File: config.mk
export PLATFORM = sky130hd
export DESIGN_NAME = instr_encoder
export DESIGN_NICKNAME = d
export VERILOG_FILES = /design/src/rtl/mips_pkg.sv /design/src/rtl/sync_fifo.sv /design/src/rtl/instr_encoder.sv
export SDC_FILE = /design/constraint.sdc
export NUM_CORES = 1
export LEC_CHECK = 0
export CORE_AREA = 2 2 125 127
export CTS_CLUSTER_DIAMETER = 150
export DETAILED_ROUTE_END_ITERATION = 8
export DIE_AREA = 0 0 127 129
export HOLD_SLACK_MARGIN = 0.05
export PLACE_DENSITY = 0.72
export SYNTH_ARGS = -nofsm -noshare
export SYNTH_HDL_FRONTEND = slang
export SYNTH_SLANG_ARGS = --single-unit
File: constraint.sdc
create_clock -name clk -period 2.21 [get_ports clk]
set_input_delay 0.3315 -clock clk [delete_from_list [all_inputs] [get_ports clk]]
set_output_delay 0.3315 -clock clk [all_outputs]
set_load 0.05 [all_outputs]
File: src/rtl/mips_pkg.sv
// Shared MIPS encoding constants and the micro-op to instruction-word packer.
package mips_pkg;

  localparam logic [4:0] ALU_ADD  = 5'd0,  ALU_ADDU  = 5'd1,  ALU_SUB  = 5'd2,  ALU_SUBU = 5'd3;
  localparam logic [4:0] ALU_AND  = 5'd4,  ALU_OR    = 5'd5,  ALU_NOR  = 5'd6,  ALU_SLT  = 5'd7;
  localparam logic [4:0] ALU_SLL  = 5'd8,  ALU_SRL   = 5'd9,  ALU_SRA  = 5'd10, ALU_JR   = 5'd11;
  localparam logic [4:0] ALU_NOP  = 5'd12, ALU_ANDI  = 5'd13, ALU_ORI  = 5'd14, ALU_SLTI = 5'd15;
  localparam logic [4:0] ALU_ADDI = 5'd16, ALU_ADDIU = 5'd17, ALU_LW   = 5'd18, ALU_SW   = 5'd19;
  localparam logic [4:0] ALU_LUI  = 5'd20, ALU_J     = 5'd21, ALU_JAL  = 5'd22;

  localparam logic [5:0] OP_RTYPE = 6'h00, OP_J    = 6'h02, OP_JAL  = 6'h03, OP_ADDI = 6'h08;
  localparam logic [5:0] OP_ADDIU = 6'h09, OP_SLTI = 6'h0A, OP_ANDI = 6'h0C, OP_ORI  = 6'h0D;
  localparam logic [5:0] OP_LUI   = 6'h0F, OP_LW   = 6'h23, OP_SW   = 6'h2B;

  localparam logic [5:0] FN_SLL  = 6'h00, FN_SRL = 6'h02, FN_SRA = 6'h03, FN_JR  = 6'h08;
  localparam logic [5:0] FN_ADD  = 6'h20, FN_ADDU = 6'h21, FN_SUB = 6'h22, FN_SUBU = 6'h23;
  localparam logic [5:0] FN_AND  = 6'h24, FN_OR  = 6'h25, FN_NOR = 6'h27, FN_SLT = 6'h2A;

  function automatic logic code_is_legal(input logic [4:0] code);
    return code <= ALU_JAL;
  endfunction

  // Fields that the target format does not use are forced to zero so the word is canonical.
  function automatic logic [31:0] encode_instr(input logic [4:0] code, input logic [4:0] rs,
                                               input logic [4:0] rt, input logic [4:0] rd,
                                               input logic [4:0] shamt, input logic [15:0] imm,
                                               input logic [25:0] target);
    logic [31:0] w;
    w = '0;
    case (code)
      ALU_ADD:   w = {OP_RTYPE, rs, rt, rd, 5'd0, FN_ADD};
      ALU_ADDU:  w = {OP_RTYPE, rs, rt, rd, 5'd0, FN_ADDU};
      ALU_SUB:   w = {OP_RTYPE, rs, rt, rd, 5'd0, FN_SUB};
      ALU_SUBU:  w = {OP_RTYPE, rs, rt, rd, 5'd0, FN_SUBU};
      ALU_AND:   w = {OP_RTYPE, rs, rt, rd, 5'd0, FN_AND};
      ALU_OR:    w = {OP_RTYPE, rs, rt, rd, 5'd0, FN_OR};
      ALU_NOR:   w = {OP_RTYPE, rs, rt, rd, 5'd0, FN_NOR};
      ALU_SLT:   w = {OP_RTYPE, rs, rt, rd, 5'd0, FN_SLT};
      ALU_SLL:   w = {OP_RTYPE, 5'd0, rt, rd, shamt, FN_SLL};
      ALU_SRL:   w = {OP_RTYPE, 5'd0, rt, rd, shamt, FN_SRL};
      ALU_SRA:   w = {OP_RTYPE, 5'd0, rt, rd, shamt, FN_SRA};
      ALU_JR:    w = {OP_RTYPE, rs, 15'd0, FN_JR};
      ALU_NOP:   w = '0;
      ALU_ANDI:  w = {OP_ANDI, rs, rt, imm};
      ALU_ORI:   w = {OP_ORI, rs, rt, imm};
      ALU_SLTI:  w = {OP_SLTI, rs, rt, imm};
      ALU_ADDI:  w = {OP_ADDI, rs, rt, imm};
      ALU_ADDIU: w = {OP_ADDIU, rs, rt, imm};
      ALU_LW:    w = {OP_LW, rs, rt, imm};
      ALU_SW:    w = {OP_SW, rs, rt, imm};
      ALU_LUI:   w = {OP_LUI, 5'd0, rt, imm};
      ALU_J:     w = {OP_J, target};
      ALU_JAL:   w = {OP_JAL, target};
      default:   w = '0;
    endcase
    return w;
  endfunction

endpackage

File: src/rtl/sync_fifo.sv
// Synchronous FIFO with active-low reset and a synchronous flush; head is shown combinationally.
module sync_fifo #(
  parameter int unsigned WIDTH = 32,
  parameter int unsigned DEPTH = 4
) (
  input  logic             clk,
  input  logic             rst_n,
  input  logic             flush,
  input  logic             push,
  input  logic [WIDTH-1:0] din,
  input  logic             pop,
  output logic [WIDTH-1:0] dout,
  output logic             full,
  output logic             empty
);
  localparam int unsigned PW = $clog2(DEPTH);

  logic [WIDTH-1:0] r_mem [DEPTH];
  logic [PW:0]      r_wr_ptr;
  logic [PW:0]      r_rd_ptr;
  logic             w_push;
  logic             w_pop;

  // Extra pointer bit distinguishes full from empty when the index bits match.
  assign full   = (r_wr_ptr[PW] != r_rd_ptr[PW]) && (r_wr_ptr[PW-1:0] == r_rd_ptr[PW-1:0]);
  assign empty  = (r_wr_ptr == r_rd_ptr);
  assign w_push = push && !full;
  assign w_pop  = pop && !empty;
  assign dout   = r_mem[r_rd_ptr[PW-1:0]];

  always_ff @(posedge clk) begin
    if (w_push) r_mem[r_wr_ptr[PW-1:0]] <= din;
  end

  always_ff @(posedge clk) begin
    if (!rst_n || flush) begin
      r_wr_ptr <= '0;
      r_rd_ptr <= '0;
    end else begin
      if (w_push) r_wr_ptr <= r_wr_ptr + (PW+1)'(1);
      if (w_pop)  r_rd_ptr <= r_rd_ptr + (PW+1)'(1);
    end
  end
endmodule

File: src/rtl/instr_encoder.sv
// Packs micro-ops into MIPS words, buffers them and streams them into IMEM at consecutive addresses.
module instr_encoder
  import mips_pkg::*;
#(
  parameter int unsigned ADDR_W     = 8,
  parameter int unsigned FIFO_DEPTH = 4,
  parameter int unsigned BASE_ADDR  = 0
) (
  input  logic              clk,
  input  logic              rst_n,
  input  logic              clear,
  input  logic              in_valid,
  output logic              in_ready,
  input  logic [4:0]        in_code,
  input  logic [4:0]        in_rs,
  input  logic [4:0]        in_rt,
  input  logic [4:0]        in_rd,
  input  logic [4:0]        in_shamt,
  input  logic [15:0]       in_imm,
  input  logic [25:0]       in_target,
  output logic              imem_wen,
  input  logic              imem_ready,
  output logic [ADDR_W-1:0] imem_addr,
  output logic [31:0]       imem_wdata,
  output logic              err_code,
  output logic [ADDR_W:0]   words_done
);
  localparam logic [ADDR_W-1:0] BASE = ADDR_W'(BASE_ADDR);
  localparam logic [ADDR_W:0]   CAP  = {1'b1, {ADDR_W{1'b0}}};

  logic [ADDR_W:0]   r_accepted;
  logic [ADDR_W-1:0] r_addr;
  logic [ADDR_W:0]   r_words;
  logic              r_err;
  logic              w_full;
  logic              w_empty;
  logic              w_in_ready;
  logic              w_accept;
  logic              w_legal;
  logic              w_push;
  logic              w_wen;
  logic              w_write;
  logic [31:0]       w_enc;
  logic [31:0]       w_head;

  assign w_in_ready = rst_n && !clear && !w_full && (r_accepted < CAP);
  assign w_accept   = in_valid && w_in_ready;
  assign w_legal    = code_is_legal(in_code);
  assign w_push     = w_accept && w_legal;
  assign w_enc      = encode_instr(in_code, in_rs, in_rt, in_rd, in_shamt, in_imm, in_target);

  // Reset and clear mask the write strobe so a pending word never lands on the abort edge.
  assign w_wen      = !w_empty && rst_n && !clear;
  assign w_write    = w_wen && imem_ready;

  sync_fifo #(
    .WIDTH (32),
    .DEPTH (FIFO_DEPTH)
  ) u_fifo (
    .clk   (clk),
    .rst_n (rst_n),
    .flush (clear),
    .push  (w_push),
    .din   (w_enc),
    .pop   (w_write),
    .dout  (w_head),
    .full  (w_full),
    .empty (w_empty)
  );

  always_ff @(posedge clk) begin
    if (!rst_n || clear) begin
      r_accepted <= '0;
      r_addr     <= BASE;
      r_words    <= '0;
      r_err      <= 1'b0;
    end else begin
      if (w_push) r_accepted <= r_accepted + (ADDR_W+1)'(1);
      if (w_write) begin
        r_addr  <= r_addr + ADDR_W'(1);
        r_words <= r_words + (ADDR_W+1)'(1);
      end
      r_err <= w_accept && !w_legal;
    end
  end

  assign in_ready   = w_in_ready;
  assign imem_wen   = w_wen;
  assign imem_addr  = r_addr;
  assign imem_wdata = w_wen ? w_head : '0;
  assign err_code   = r_err;
  assign words_done = r_words;
endmodule

==> reports/qor.csv <==
stage;metric;value;unit
synthesis;synth_area;0.00708;mm²
synthesis;synth_ff_type;edfxtp_1;
cts;htree_num_levels;4;
timing;worst_slack;0.0169;ns
grt;grt_pass1_wl;26.9;mm
grt;grt_antenna_before_repair;0;
worst_setup_path;crit_top_cell;buf_12;
power;power.total;0.00678;W
cts;clk_latency;0.43;ns
grt;first_global_vias;5106;
cells_and_area;fin_util;0.678;
synthesis;yosysTopAreaCellShare;0.526;
timing;fin_crit;2.19;ns
floorplan;core-area;0.0150;mm²
worst_setup_path;path_cells;buf_12 > mux4_2 > nor2b_2 > buf_12;
synthesis;ys_top_cells_by_area;edfxtp_1, dfxtp_1, mux4_2;
timing;fin_crit_sh;0.992;
timing;fmax;456;MHz
placed_design;numPortBuffers;122;
hold_path;hp-class;reg -> reg;
placed_design;place_hpwl;12.0;mm
cells_and_area;multi_input_area;0.00261;mm²
synthesis;syn_area_per_cell;14.2;µm²
grt;track_usage;0.219;
synthesis;seq_area_frac_synth;0.625;
timing;setup_viol;0;
worst_setup_path;r2r_setup_slack;0.32;ns
cells_and_area;register_area;0.00444;mm²
detailed_routing;routed_wl;17.5;mm
floorplan;io_pins;124;
placed_design;gp_congestion;0.912;
floorplan;start_util;0.473;
grt;grt_max_degree;29;
worst_setup_path;arrival;1.86;ns
run;drv_cap;0;
floorplan;fp.dieArea;0.0164;mm²
synthesis;yosysWarnings;0;
power;p_leak;3.58;nW
synthesis;ys_async_sr_fraction;0;
worst_setup_path;crit_path_end_kind;primary output;
cts;cts.sinks;159;
power;power_density;668;mW/mm²
synthesis;yosys.area.top_type;edfxtp_1;
synthesis;synth.most_common_cell;edfxtp_1;
worst_setup_path;required;1.88;ns
cells_and_area;post-route-cell-area;0.0102;mm²
synthesis;syn_inst;497;
worst_setup_path;worstSetupStartpointType;register;
worst_setup_path;cpMaxStageDelayCell;mux4_2;
cts;cts_tree;yes;
floorplan;die_y;129;µm
timing;slew_viol_final;0;
timing;fin_tns_setup;0;ns
placed_design;place_ws;-0.244;ns
cts;clkTransAtPathRegs;0.07;ns
worst_setup_path;critical-path-max-stage-delay;0.52;ns
timing;final.setup_skew;0.0109;ns
detailed_routing;antenna_left;0;
timing;tightest_slew;0.989;ns
worst_setup_path;cp_max_fo;13;
cells_and_area;fill_cells;1032;
cells_and_area;nNetsFinal;755;
detailed_routing;viasPerCell;5.72;
synthesis;ys_types;54;
detailed_routing;first_iter_violations;438;
detailed_routing;drc_errors;0;
detailed_routing;vias;5008;
detailed_routing;detail_route.wl_per_cell;19.9;µm
synthesis;synth_seq_cells;159;
cells_and_area;drive_gt1_frac;0.317;
floorplan;die_w;127;µm
timing;finalHoldViolCount;0;
outcome;status;finished, final reports clean;
cts;ctsRootBufferMaster;clkbuf_16;
cts;cts_buffer_depth;2;
cells_and_area;diodes;0;
placed_design;placed_cell_area;0.00932;mm²
timing;rsz0062_at_grt;yes;
synthesis;ys_top_cells_by_count;edfxtp_1, dfxtp_1, nor2b_1;
synthesis;synth_edf_count;124;
grt;gr-total-overflow;0;
timing;relSlewSlack;0.332;
cts;cts_made_buffers;17;
worst_setup_path;critPathKind;reg -> out;
detailed_routing;firstDrtPassIters;6;
synthesis;syn_nets;577;
power;vdd_drop_max;0.000475;V
cells_and_area;area_growth_syn_to_layout;43.4;%
floorplan;rows;45;
==> kinds of logic (layout without fill, tap and decap cells) <==
family,Yosys count,after routing,synth area share
compound gates,109,109,0.107
xor+xnor,9,9,0.0133
fa+ha+maj,8,8,0.0141
buf+inv,48,239,0.0286
flops,159,159,0.625
mux,41,41,0.113
other cells,1,1,0.000530
simple gates,122,122,0.0986
==> worst max-delay path, delay by kind of cell, from the launching register on <==
kind | cells | cell delay (ns)
mux | 1 | 0.52
flops | 1 | 0.40
buf+inv | 2 | 0.33
simple gates | 1 | 0.19
==> placed cells by master, fill, tap and decap left out, types with 4 or more instances in the layout <==
cell and count:
nor2b_2 25, o21ai_1 12, inv_1 16, nor2b_4 6, dfxtp_2 5, or3_1 11
or4_1 7, nor2_1 12, buf_4 54, mux4_2 31, a22o_1 18, mux2i_1 6
dfxtp_1 27, nand2b_1 4, clkbuf_16 17, nand4_1 7, a222oi_1 5, nand2_1 18
clkdlybuf4s50_1 89, nand3_1 9, o22ai_1 5, a21o_1 7, a21oi_1 29, o31ai_1 7
buf_12 42, ha_1 8, o21ai_0 7, edfxtp_1 124
==> per-stage QoR <==
stage          hold WS, ns  instances
2_1_floorplan        0.426        497
3_3_place_gp         0.451        837
3_5_place_dp         0.447        837
4_1_cts              0.464        874
5_1_grt              0.495        876
6_report             0.463        876
==> metal layers <==
layer | up-vias | track usage | part of all wire
met5 | - | 0 | 0
met4 | 0 | 0.0782 | 0.018
met3 | 27 | 0.0565 | 0.071
met2 | 185 | 0.378 | 0.52
met1 | 2482 | 0.271 | 0.40
li1 | 2314 | - | -
==> state kept, by name, indices dropped and copies added, names as in the netlist, named ones only <==
name,count
u_fifo.r_mem,124
words_done,9
r_accepted,9
u_fifo.r_wr_ptr,3
err_code,1
imem_addr,8
u_fifo.r_rd_ptr,3
==> power breakdown <==
group	total [W]	internal, W	switching, W
clock	0.00297	0.00178	0.00118
combinational	0.000544	0.000286	0.000258
sequential	0.00327	0.00326	0.00000724
total	0.00678	0.00533	0.00145
==> path summary, 6_finish.rpt <==
path	to	startpoint	cells after the start
max	imem_wdata[28]	register	4
min	r_accepted[8]$_SDFFE_PP0N_	r_accepted[8]$_SDFFE_PP0N_	2
max reg2reg	r_accepted[7]$_SDFFE_PP0N_	r_accepted[8]$_SDFFE_PP0N_	6
min reg2reg	r_accepted[8]$_SDFFE_PP0N_	r_accepted[8]$_SDFFE_PP0N_	2
==> cell type report <==
type                            instances  area share
Clock inverter                         13      0.0163
Tap cell                              188      0.0232
Inverter                               18     0.00666
Timing Repair Buffer                  189       0.217
Clock buffer                           19      0.0426
Multi-Input combinational cell        290       0.257
Sequential cell                       159       0.438
==> what timing repair did <==
item                       in CTS  in global routing
setup endpoints to repair      32                 33
pin swaps                       4                  1
gates resized for setup        45                 11
hold buffers                    0                  0
hold endpoints to repair        0                  0
buffers inserted                4                  2
gates cloned                    1                  0
(Power assumes the default switching activity.)
